[src/rtl/vga_bus_arbiter.sv]
// Two-requester arbiter and ISA-style bus cycle sequencer for the VGA card.
// Grants one requester at a time and runs setup/strobe/wait/hold with all bus pins registered.
module vga_bus_arbiter #(
    parameter int SETUP_CLKS   = 2,
    parameter int STROBE_CLKS  = 4,
    parameter int HOLD_CLKS    = 2,
    parameter int WAIT_TIMEOUT = 255
) (
    input  logic        mclk,
    input  logic        reset,
    input  logic [1:0]  req,
    input  logic [1:0]  is_io,
    input  logic [1:0]  rw,
    input  logic [1:0]  sa0_in,
    input  logic [1:0]  sa12_in,
    input  logic [15:0] wdata0,
    input  logic [15:0] wdata1,
    output logic [1:0]  ack,
    output logic        err,
    output logic [15:0] rdata,
    input  logic        WAIT,
    input  logic [15:0] DG_in,
    output logic [15:0] DG_out,
    output logic        DG_oe,
    output logic        BALE,
    output logic        MEMR,
    output logic        MEMW,
    output logic        IOR,
    output logic        IOW,
    output logic        SA0,
    output logic        SA12,
    output logic        busy
);

    typedef enum logic [2:0] {
        S_IDLE, S_SETUP, S_STROBE, S_WAITRDY, S_HOLD, S_DONE, S_RECOVER
    } state_t;

    localparam logic [7:0] SETUP_LAST  = 8'(SETUP_CLKS - 1);
    localparam logic [7:0] STROBE_LAST = 8'(STROBE_CLKS - 1);
    localparam logic [7:0] HOLD_LAST   = 8'(HOLD_CLKS - 1);
    localparam logic [7:0] WAIT_LAST   = 8'(WAIT_TIMEOUT - 1);

    state_t      state_q, state_d;
    logic [7:0]  cnt_q, cnt_d;
    logic        grant_q, grant_d;
    logic        last_grant_q, last_grant_d;
    logic        io_q, io_d;
    logic        rw_q, rw_d;
    logic        err_pending_q, err_pending_d;
    logic [1:0]  ack_q, ack_d;
    logic        err_q, err_d;
    logic [15:0] rdata_q, rdata_d;
    logic [15:0] dg_out_q, dg_out_d;
    logic        dg_oe_q, dg_oe_d;
    logic        bale_q, bale_d;
    logic        sa0_q, sa0_d;
    logic        sa12_q, sa12_d;
    // Active-low strobes packed as {MEMR, MEMW, IOR, IOW}
    logic [3:0]  strb_n_q, strb_n_d;
    logic        win;

    always_comb begin
        state_d       = state_q;
        cnt_d         = cnt_q;
        grant_d       = grant_q;
        last_grant_d  = last_grant_q;
        io_d          = io_q;
        rw_d          = rw_q;
        err_pending_d = err_pending_q;
        ack_d         = 2'b00;
        err_d         = 1'b0;
        rdata_d       = rdata_q;
        dg_out_d      = dg_out_q;
        dg_oe_d       = dg_oe_q;
        bale_d        = bale_q;
        sa0_d         = sa0_q;
        sa12_d        = sa12_q;
        strb_n_d      = strb_n_q;
        win           = 1'b0;

        case (state_q)
            S_IDLE: begin
                if (|req) begin
                    // A lone requester wins outright; a tie goes to the one not served last
                    win          = (req == 2'b11) ? ~last_grant_q : req[1];
                    grant_d      = win;
                    last_grant_d = win;
                    io_d         = is_io[win];
                    rw_d         = rw[win];
                    sa0_d        = sa0_in[win];
                    sa12_d       = sa12_in[win];
                    bale_d       = 1'b0;
                    if (!rw[win]) begin
                        dg_oe_d  = 1'b1;
                        dg_out_d = win ? wdata1 : wdata0;
                    end
                    cnt_d   = 8'd0;
                    state_d = S_SETUP;
                end
            end
            S_SETUP: begin
                if (cnt_q == SETUP_LAST) begin
                    cnt_d   = 8'd0;
                    state_d = S_STROBE;
                    case ({io_q, rw_q})
                        2'b01:   strb_n_d = 4'b0111;
                        2'b00:   strb_n_d = 4'b1011;
                        2'b11:   strb_n_d = 4'b1101;
                        default: strb_n_d = 4'b1110;
                    endcase
                end else begin
                    cnt_d = cnt_q + 8'd1;
                end
            end
            S_STROBE: begin
                if (cnt_q == STROBE_LAST) begin
                    cnt_d = 8'd0;
                    if (!io_q && !WAIT) begin
                        state_d = S_WAITRDY;
                    end else begin
                        if (rw_q) rdata_d = DG_in;
                        strb_n_d = 4'hF;
                        state_d  = S_HOLD;
                    end
                end else begin
                    cnt_d = cnt_q + 8'd1;
                end
            end
            S_WAITRDY: begin
                if (WAIT) begin
                    if (rw_q) rdata_d = DG_in;
                    strb_n_d = 4'hF;
                    cnt_d    = 8'd0;
                    state_d  = S_HOLD;
                end else if (cnt_q == WAIT_LAST) begin
                    err_pending_d = 1'b1;
                    rdata_d       = 16'hFFFF;
                    strb_n_d      = 4'hF;
                    cnt_d         = 8'd0;
                    state_d       = S_HOLD;
                end else begin
                    cnt_d = cnt_q + 8'd1;
                end
            end
            S_HOLD: begin
                if (cnt_q == HOLD_LAST) begin
                    ack_d[grant_q] = 1'b1;
                    err_d          = err_pending_q;
                    bale_d         = 1'b1;
                    sa0_d          = 1'b1;
                    sa12_d         = 1'b1;
                    dg_oe_d        = 1'b0;
                    dg_out_d       = 16'h0001;
                    cnt_d          = 8'd0;
                    state_d        = S_DONE;
                end else begin
                    cnt_d = cnt_q + 8'd1;
                end
            end
            S_DONE: begin
                state_d = S_RECOVER;
            end
            S_RECOVER: begin
                err_pending_d = 1'b0;
                state_d       = S_IDLE;
            end
            default: begin
                state_d = S_IDLE;
            end
        endcase
    end

    always_ff @(posedge mclk) begin
        if (!reset) begin
            state_q       <= S_IDLE;
            cnt_q         <= 8'd0;
            grant_q       <= 1'b0;
            last_grant_q  <= 1'b1;
            io_q          <= 1'b0;
            rw_q          <= 1'b0;
            err_pending_q <= 1'b0;
            ack_q         <= 2'b00;
            err_q         <= 1'b0;
            rdata_q       <= 16'h0000;
            dg_out_q      <= 16'h0001;
            dg_oe_q       <= 1'b0;
            bale_q        <= 1'b1;
            sa0_q         <= 1'b1;
            sa12_q        <= 1'b1;
            strb_n_q      <= 4'hF;
        end else begin
            state_q       <= state_d;
            cnt_q         <= cnt_d;
            grant_q       <= grant_d;
            last_grant_q  <= last_grant_d;
            io_q          <= io_d;
            rw_q          <= rw_d;
            err_pending_q <= err_pending_d;
            ack_q         <= ack_d;
            err_q         <= err_d;
            rdata_q       <= rdata_d;
            dg_out_q      <= dg_out_d;
            dg_oe_q       <= dg_oe_d;
            bale_q        <= bale_d;
            sa0_q         <= sa0_d;
            sa12_q        <= sa12_d;
            strb_n_q      <= strb_n_d;
        end
    end

    assign ack    = ack_q;
    assign err    = err_q;
    assign rdata  = rdata_q;
    assign DG_out = dg_out_q;
    assign DG_oe  = dg_oe_q;
    assign BALE   = bale_q;
    assign SA0    = sa0_q;
    assign SA12   = sa12_q;
    assign MEMR   = strb_n_q[3];
    assign MEMW   = strb_n_q[2];
    assign IOR    = strb_n_q[1];
    assign IOW    = strb_n_q[0];
    assign busy   = (state_q != S_IDLE);

endmodule
[config.mk]
export PLATFORM = sky130hd
export DESIGN_NAME = vga_bus_arbiter
export DESIGN_NICKNAME = d
export VERILOG_FILES = /design/src/rtl/vga_bus_arbiter.sv
export SDC_FILE = /design/constraint.sdc
export NUM_CORES = 1
export LEC_CHECK = 0
export CAP_MARGIN = 10
export CORE_MARGIN = 1
export CORE_UTILIZATION = 48
export CTS_CLUSTER_DIAMETER = 200
export CTS_CLUSTER_SIZE = 20
export DETAILED_ROUTE_END_ITERATION = 10
export PLACE_DENSITY = 0.85
export SLEW_MARGIN = 0
export SYNTH_ARGS = -nofsm -noshare
export SYNTH_HDL_FRONTEND = slang
export SYNTH_SLANG_ARGS = --single-unit
[constraint.sdc]
create_clock -name mclk -period 3.1 [get_ports mclk]
set_input_delay 0.62 -clock mclk [delete_from_list [all_inputs] [get_ports mclk]]
set_output_delay 0.62 -clock mclk [all_outputs]
set_load 0.005 [all_outputs]
# Yosys cells after proc, flatten, opt, wreduce, memory -nomap -nowiden
# Index checks and enable logic that the tools add are counted.
op_classes:
  n_addsub: 1
  n_reduce_logical: 23
  eq_ne: 21
  n_lt_le_gt_ge: 3
  muxes: 57
  bitwise: 1
op_table:
  columns: ["op", "count"]
  rows:
  - ["$mux 16", 9]
  - ["$pmux 16 s2", 2]
  - ["$mux 8", 5]
  - ["$pmux 8 s4", 1]
  - ["$pmux 4 s3", 2]
  - ["$mux 3", 7]
  - ["$mux 4", 5]
  - ["$mux 1", 19]
  - ["$pmux 3 s6", 1]
  - ["$ne 2x2->1 const B", 8]
  - ["$pmux 1 s2", 5]
  - ["$reduce_and 5->1", 2]
  - ["$eq 3x3->1 const B", 3]
  - ["$reduce_and 3->1", 3]
  - ["$add 8x1->8 const B", 1]
  - ["$eq 8x1->1 const B", 1]
  - ["$eq 8x2->1 const B", 1]
  - ["$eq 8x8->1 const B", 1]
  - ["$reduce_and 4->1", 2]
  - ["$eq 3x2->1 const B", 2]
  - ["$reduce_bool 2->1", 3]
  - ["$reduce_bool 3->1", 2]
  - ["$eq 2x2->1 const B", 2]
  - ["$lt 1x2->1 const B", 2]
  - ["other kinds (13)", 17]
word_totals:
  ff_bits: 59
  out_inout_bits: 44
  word_cells: 122
  input_bits: 61

# Depth between registers and ports, before layout
# Gate-level depths: netlist (run 1).
depth:
  depth_word: 7
  mapped_depth: 8
  ltp_nobuf: 6

# Least setup slack after synthesis (run 1)
# Ideal clock, no wire load.
synth_path:
  kind: "input port to flip-flop"
  start: "input req[1]"
  end: "register cnt_q[1]"
  setup_time_ps: 86
  required_ps: 3014
  t_arrival_ps: 1870
  n_path_buf: 0
  stages: 4
  setup_slack_ps: 1144
  cell_sequence: "or4_4 o21ai_2 mux2_2 a211oi_1"
synth_via:
  elab_chain_len: 3
synth_rtl:
  columns: ["element", "line", "rtl"]
  rows:
  - ["start: declaration", "11", "input logic [1:0] req,"]
  - ["$reduce_or 2->1", "84", "if (|req) begin"]
  - ["$ne 2x2->1 (no source line)", null, null]
  - ["$reduce_and 2->1 (no source line)", null, null]
  - ["end signal: assignment", "194", "cnt_q <= cnt_d;"]
  - ["end: declaration", "45", "logic [7:0] cnt_q, cnt_d;"]
# No other way between the ends.
# A chain may end at the register's enable or synchronous reset.

# Worst setup path in the final report (run 1)
layout_path:
  start: "register state_q[0]"
  end: "output busy"
layout_via:
  elab_chain_len: 1
layout_rtl:
  columns: ["element", "line", "rtl"]
  rows:
  - ["start: declaration", "44", "state_t state_q, state_d;"]
  - ["start signal: assignment", "193", "state_q <= state_d;"]
  - ["$reduce_bool 3->1", "224", "assign busy = (state_q != S_IDLE);"]
  - ["end: declaration", "32", "output logic busy"]
# No other way between the ends.

==> impl_metrics.toml, run 1 <==
[status]
status = "finished, final reports clean"

[timing]
setup_violations = 0
min_period_ns = 2.445
clock_skew_ns = 0.009859
max_freq_mhz = 409.0
finalWorstSetupSlack_ns = 0.6548
whs_ns = 0.4758
min_period_over_period_pct = 78.88
tightest_slew_ns = 0.7527
setup_tns_ns = 0
slew_viol_final = 0
hold_violations = 0
slew_headroom_pct = 49.77
rsz0062_at_grt = "false"

[final_layout]
final_layout_size_suffix_gt1_share_pct = 9.181
fill_cells = 390
layout.cells.most_common = "clkdlybuf4s50_1"
seqCellArea_um2 = 1181
layout.nets = 462
fin_area_um2 = 4125
finalNonFillerCells = 475
final_cell_mix = "103 x clkdlybuf4s50_1, 59 x dfxtp_1, 39 x mux2i_1"
antenna_cells = 0
multi_input_area_um2 = 1551
syn2layout_area_growth_pct = 43.72

[clock_tree]
cts_buffer_depth = 2
postCtsSetupRepairBufs = 0
ctsHoldBuffers = 0
ctsResizeCount = 0
cts_root_buffer = "clkbuf_8"
clock_latency_ns = 0.33
cts_tree = "built"
cts_max_level = 3
clkTransAtPathRegs_ns = 0.07
cts_inserted_buffers = 9
clock-sinks = 59

[pwr]
p_comb_share_pct = 33.9
switchingPower_mw = 0.8728
pwr-share-seq_pct = 37.5
vdd_drop_max_mv = 0.4504
pwr_density_cell_nw_per_um2 = 645.8
clockPowerShare_pct = 28.6
p_int_mw = 1.791
total_leakage_power_nw = 1.458
sw_frac_of_total_pct = 32.76

[setup_path]
cp.arrival_ns = 1.83
cp_max_fo = 10
worstPathRequired_ns = 2.48
rr_endpoint = "DG_out[15]"
worst-setup-path-type = "reg -> out"
rr_startpoint = "cnt_q[2]"
start_kind = "register"
cp-endpoint = "busy"
reg2reg_depth = 4
rrSetupSlack_ns = 0.88
end_kind = "output port"
startpoint = "state_q[0]"

[worst_hold_path]
min_path_type = "reg -> reg"
min_path_cells = 2

[global_routing]
grt_overflow_total = 0
grt_pass1_wl_mm = 11.97
grt_start_max_net_pins = 35
first_global_vias = 2572
antenna_found_initial = 0
grt_use_total_pct = 24.65

[floorplan]
row_count = 27
start_util_pct = 50.88
ios = 105
fp.dieH_um = 79.33
coreArea_um2 = 5642
die_w_um = 79.33
fp.dieArea_um2 = 6293

[placement]
gp_congestion = 0.8712
port_buffers = 104
place_inst = 459
place_ws_ns = 0.4198
dp_hpwl_mm = 5.214
placed_area_um2 = 3908

[yosys]
yosysTopAreaCell = "dfxtp_1"
synth_top_area_share_pct = 41.15
synth-edff-count = 0
yosys-top-cells-area = "dfxtp_1 41%, mux2i_1 14%, o21ai_0 6.1%, o22ai_1 3.5%, nand2_1 3.0%"
yosys_warnings = 0
seq_area_frac_synth_pct = 41.15
syn_avg_cell_area_um2 = 9.504
postSynthCellCount = 302
yosysUniqueCellTypes = 61
synthArstFlopShare_pct = 0
synthFlopType = "dfxtp_1"
synth_seq_cells = 59
synth_nets = 366
syn_area_um2 = 2870

[routing]
drc_errors = 0
routed_via_density = 5.714
drtIter0Drc = 155
ant_nets = 0
routed_wl_mm = 7.429
routed-via-count = 2714
dr.pass1.iters = 4
routedWlPerCell_um = 15.64

[job]
maxCapViolations = 0
-- cell type report --
class                      count  share of cell area, %
clock buffer                  10                  3.094
clock inverter                 6                  2.184
inverter                       5                 0.4550
multi-input combinational    215                  37.61
sequential                    59                  28.63
tap                           72                  2.184
timing repair buffer         108                  25.84
-- state kept, by name, indices dropped and copies added (netlist names) --
| name | flops |
|---|---|
| DG_out | 16 |
| rdata | 16 |
| cnt_q | 8 |
| strb_n_q | 4 |
| state_q | 3 |
| ack | 2 |
| BALE | 1 |
| DG_oe | 1 |
| SA0 | 1 |
| SA12 | 1 |
| err | 1 |
| err_pending_q | 1 |
| grant_q | 1 |
| io_q | 1 |
| last_grant_q | 1 |
| rw_q | 1 |
-- layer usage --
metal  part of all wire (%)  GRT usage [%]  wire (µm)  vias up
met4                    2.2          12.18        166        0
met2                     49          41.21       3637      110
li1                       -              -          -     1323
met5                      0              0          0        -
met1                     41          28.80       3067     1261
met3                    7.5          6.897        558       20
-- cells by family (layout without fill, tap and decap cells) --
logic type	count (synthesis)	count (layout)	share of synthesized area (%)
XOR/XNOR	4	4	1.221
AO/OA/AOI/OAI	94	94	22.19
adder cells (fa/ha/maj)	3	3	1.308
buffers and inverters	28	129	5.100
multiplexers	42	42	14.78
flip-flops	59	59	41.15
AND/OR/NAND/NOR	72	72	14.25
-- how the worst min path moves through the flow --
stage	from	end	slack (ns)
2_1_floorplan	grant_q	ack[0]	0.42
6_report	DG_out[9]	DG_out[9]	0.48
3_5_place_dp	DG_out[14]	DG_out[14]	0.46
5_1_grt	DG_out[7]	DG_out[7]	0.50
3_3_place_gp	DG_out[15]	DG_out[15]	0.45
4_1_cts	DG_out[6]	DG_out[6]	0.48
-- Yosys cell counts (all sizes together), types with 4 or more instances --
library cell and count:
nand4 4, dfxtp 59, nor3 6, and3 4, mux2i 39, a211oi 7, buf 11, a21oi 8
clkbuf 12, nor2 11, o22ai 16, inv 5, o21ai 38, nand2 23, nand3 6
-- metrics by stage --
step | power [mW] | util [%]
6_report | 2.664 | 73.12
5_1_grt | 2.817 | 73.12
4_1_cts | 2.675 | 73.12
3_5_place_dp | 1.898 | 69.26
3_3_place_gp | 1.884 | 69.26
2_1_floorplan | 1.566 | -
-- critical path, stage by stage, from the launching register on --
cell and delay [ns]:
dfxtp_1 0.43, nor3_2 0.44, inv_1 0.14, clkdlybuf4s50_1 0.49
-- power by group through the flow --
stage	logic, mW	registers [mW]	clock network (mW)
6_report	0.903	0.999	0.762
5_1_grt	0.984	1.01	0.821
4_1_cts	0.902	0.996	0.777
3_5_place_dp	0.891	1.01	0
3_3_place_gp	0.877	1.01	0
2_1_floorplan	0.601	0.965	0
Power figures use the tool's default switching activity.
==> run 2: changes to the inputs <==
--- a/config.mk
+++ b/config.mk
@@ -7,11 +7,11 @@
 export LEC_CHECK = 0
 export CAP_MARGIN = 10
 export CORE_MARGIN = 1
-export CORE_UTILIZATION = 48
+export CORE_UTILIZATION = 40
 export CTS_CLUSTER_DIAMETER = 200
 export CTS_CLUSTER_SIZE = 20
 export DETAILED_ROUTE_END_ITERATION = 10
-export PLACE_DENSITY = 0.85
+export PLACE_DENSITY = 0.76
 export SLEW_MARGIN = 0
 export SYNTH_ARGS = -nofsm -noshare
 export SYNTH_HDL_FRONTEND = slang
==> constraint.sdc (replaced) <==
create_clock -name mclk -period 2.05 [get_ports mclk]
set_input_delay 0.41 -clock mclk [delete_from_list [all_inputs] [get_ports mclk]]
set_output_delay 0.41 -clock mclk [all_outputs]
set_load 0.005 [all_outputs]
==> impl_metrics.toml, run 2 (same netlist as run 1, synthesis figures left out) <==
[timing]
hold_violations = 0
min_period_ns = 1.963
slew_viol_final = 0
tightest_slew_ns = 0.4610
slew_headroom_pct = 69.20
setup_violations = 0
setup_tns_ns = 0
finalWorstSetupSlack_ns = 0.08721
min_period_over_period_pct = 95.75
max_freq_mhz = 509.5
rsz0062_at_grt = "false"
clock_skew_ns = 0.01066

[final_layout]
layout.cells.most_common = "clkdlybuf4s50_1"
syn2layout_area_growth_pct = 52.40
multi_input_area_um2 = 1551
final_layout_size_suffix_gt1_share_pct = 14.75
layout.nets = 486
fill_cells = 586
seqCellArea_um2 = 1184
antenna_cells = 0
final_cell_mix = "103 x clkdlybuf4s50_1, 57 x dfxtp_1, 39 x mux2i_1"

[setup_path]
worstPathRequired_ns = 1.64
crit_chain = "nor3_2, inv_1, clkdlybuf4s50_1"
cp_max_fo = 9
end_kind = "output port"
crit_buf_inv = 2
cp_slowest_cell = "dfxtp_1"
max_stage_delay_ns = 0.52
start_kind = "register"
cp.arrival_ns = 1.55
worst-setup-path-type = "reg -> out"
cp_top_family = "buffers and inverters"

[pwr]
vdd_drop_max_mv = 0.5363
pwr_density_cell_nw_per_um2 = 949.3
p_int_mw = 2.826
clockPowerShare_pct = 26.0
power_mw = 4.153
pwr-share-seq_pct = 36.4
total_leakage_power_nw = 1.587
sw_frac_of_total_pct = 31.95
p_comb_share_pct = 37.6
switchingPower_mw = 1.327

[clock_tree]
postCtsSetupRepairBufs = 0
cts_tree = "built"
cts_inserted_buffers = 9
ctsHoldBuffers = 0
clock-sinks = 59
cts_root_buffer = "clkbuf_8"
cts_max_level = 3
cts_buffer_depth = 2
clock_latency_ns = 0.34
clkTransAtPathRegs_ns = 0.06

[routing]
drtIter0Drc = 174
routed-via-count = 2732
routed_wl_mm = 7.430
dr.pass1.iters = 4
routedWlPerCell_um = 14.21
routed_via_density = 5.224
drc_errors = 0
ant_nets = 0

[placement]
place_ws_ns = -0.1686
dp_hpwl_mm = 5.377
port_buffers = 104
gp_congestion = 0.9006

[floorplan]
coreArea_um2 = 6869
die_w_um = 86.71
ios = 105
start_util_pct = 41.79
fp.dieH_um = 86.71
row_count = 30
fp.dieArea_um2 = 7519

[global_routing]
grt_use_total_pct = 20.81
grt_overflow_total = 0
antenna_found_initial = 0
grt_pass1_wl_mm = 12.24
first_global_vias = 2616
grt_start_max_net_pins = 59

[job]
maxCapViolations = 0

[worst_hold_path]
min_path_type = "reg -> reg"

[status]
status = "finished, final reports clean"
-- run 2: cell count changes in the layout (fill, tap and decap cells not counted) --
cell        before  now
clkinvlp_4       1    0
bufinv_16        2    1
buf_12           0    4
clkinv_2         1    2
dfxtp_2          0    2
clkinv_4         2    1
clkbuf_8         9   11
dfxtp_1         59   57
buf_4            4   24
-- run 2: metal layers --
layer,vias to the layer above,track usage [%],routed length (µm)
met5,-,0,0
met4,0,7.727,126
met3,11,7.714,596
met2,103,32.90,3434
met1,1246,25.90,3272
li1,1372,-,-
-- run 2: path summary, 6_finish.rpt --
| check | start | endpoint | slack, ns | cells after the start |
|---|---|---|---|---|
| min | DG_oe | DG_oe | 0.47 | 2 |
| max | state_q[1] | busy | 0.09 | 3 |
| min reg2reg | DG_oe | DG_oe | 0.47 | 2 |
| max reg2reg | cnt_q[2] | cnt_q[7] | 0.13 | 4 |
-- run 2: power by group through the flow --
stage	Clock [mW]	Combinational (mW)	Sequential, mW
2_1_floorplan	0	0.909	1.46
4_1_cts	1.10	1.57	1.51
6_report	1.08	1.56	1.51
5_1_grt	1.16	1.70	1.54
3_5_place_dp	0	1.56	1.53
3_3_place_gp	0	1.54	1.53
-- run 2: area by class of cell --
cell class | count | area share, %
tap | 96 | 2.746
inverter | 5 | 0.4291
timing repair buffer | 132 | 29.63
sequential | 59 | 27.06
clock buffer | 12 | 3.547
clock inverter | 4 | 1.116
multi-input combinational | 215 | 35.47
-- run 2: repair_timing --
item | CTS | global route
endpoints found under the setup margin | 1 | 1
pin swaps | 0 | 0
gates resized for setup | 1 | 1
-- run 2: worst reg2reg max path, stage by stage (launching register included) --
cell and delay, ns:
dfxtp_1 0.40, nor4_4 0.46, nand3_1 0.26, o311ai_4 0.47, a221oi_1 0.18
-- run 2: per-stage QoR --
step / instance area [µm²] / hold WS [ns] / instances / util [%]
2_1_floorplan: 2870 / 0.4167 / 302 / -
3_3_place_gp: 4168 / 0.4407 / 507 / 60.67
3_5_place_dp: 4168 / 0.4509 / 507 / 60.67
4_1_cts: 4373 / 0.4656 / 523 / 63.66
5_1_grt: 4374 / 0.4787 / 523 / 63.68
6_report: 4374 / 0.4669 / 523 / 63.68
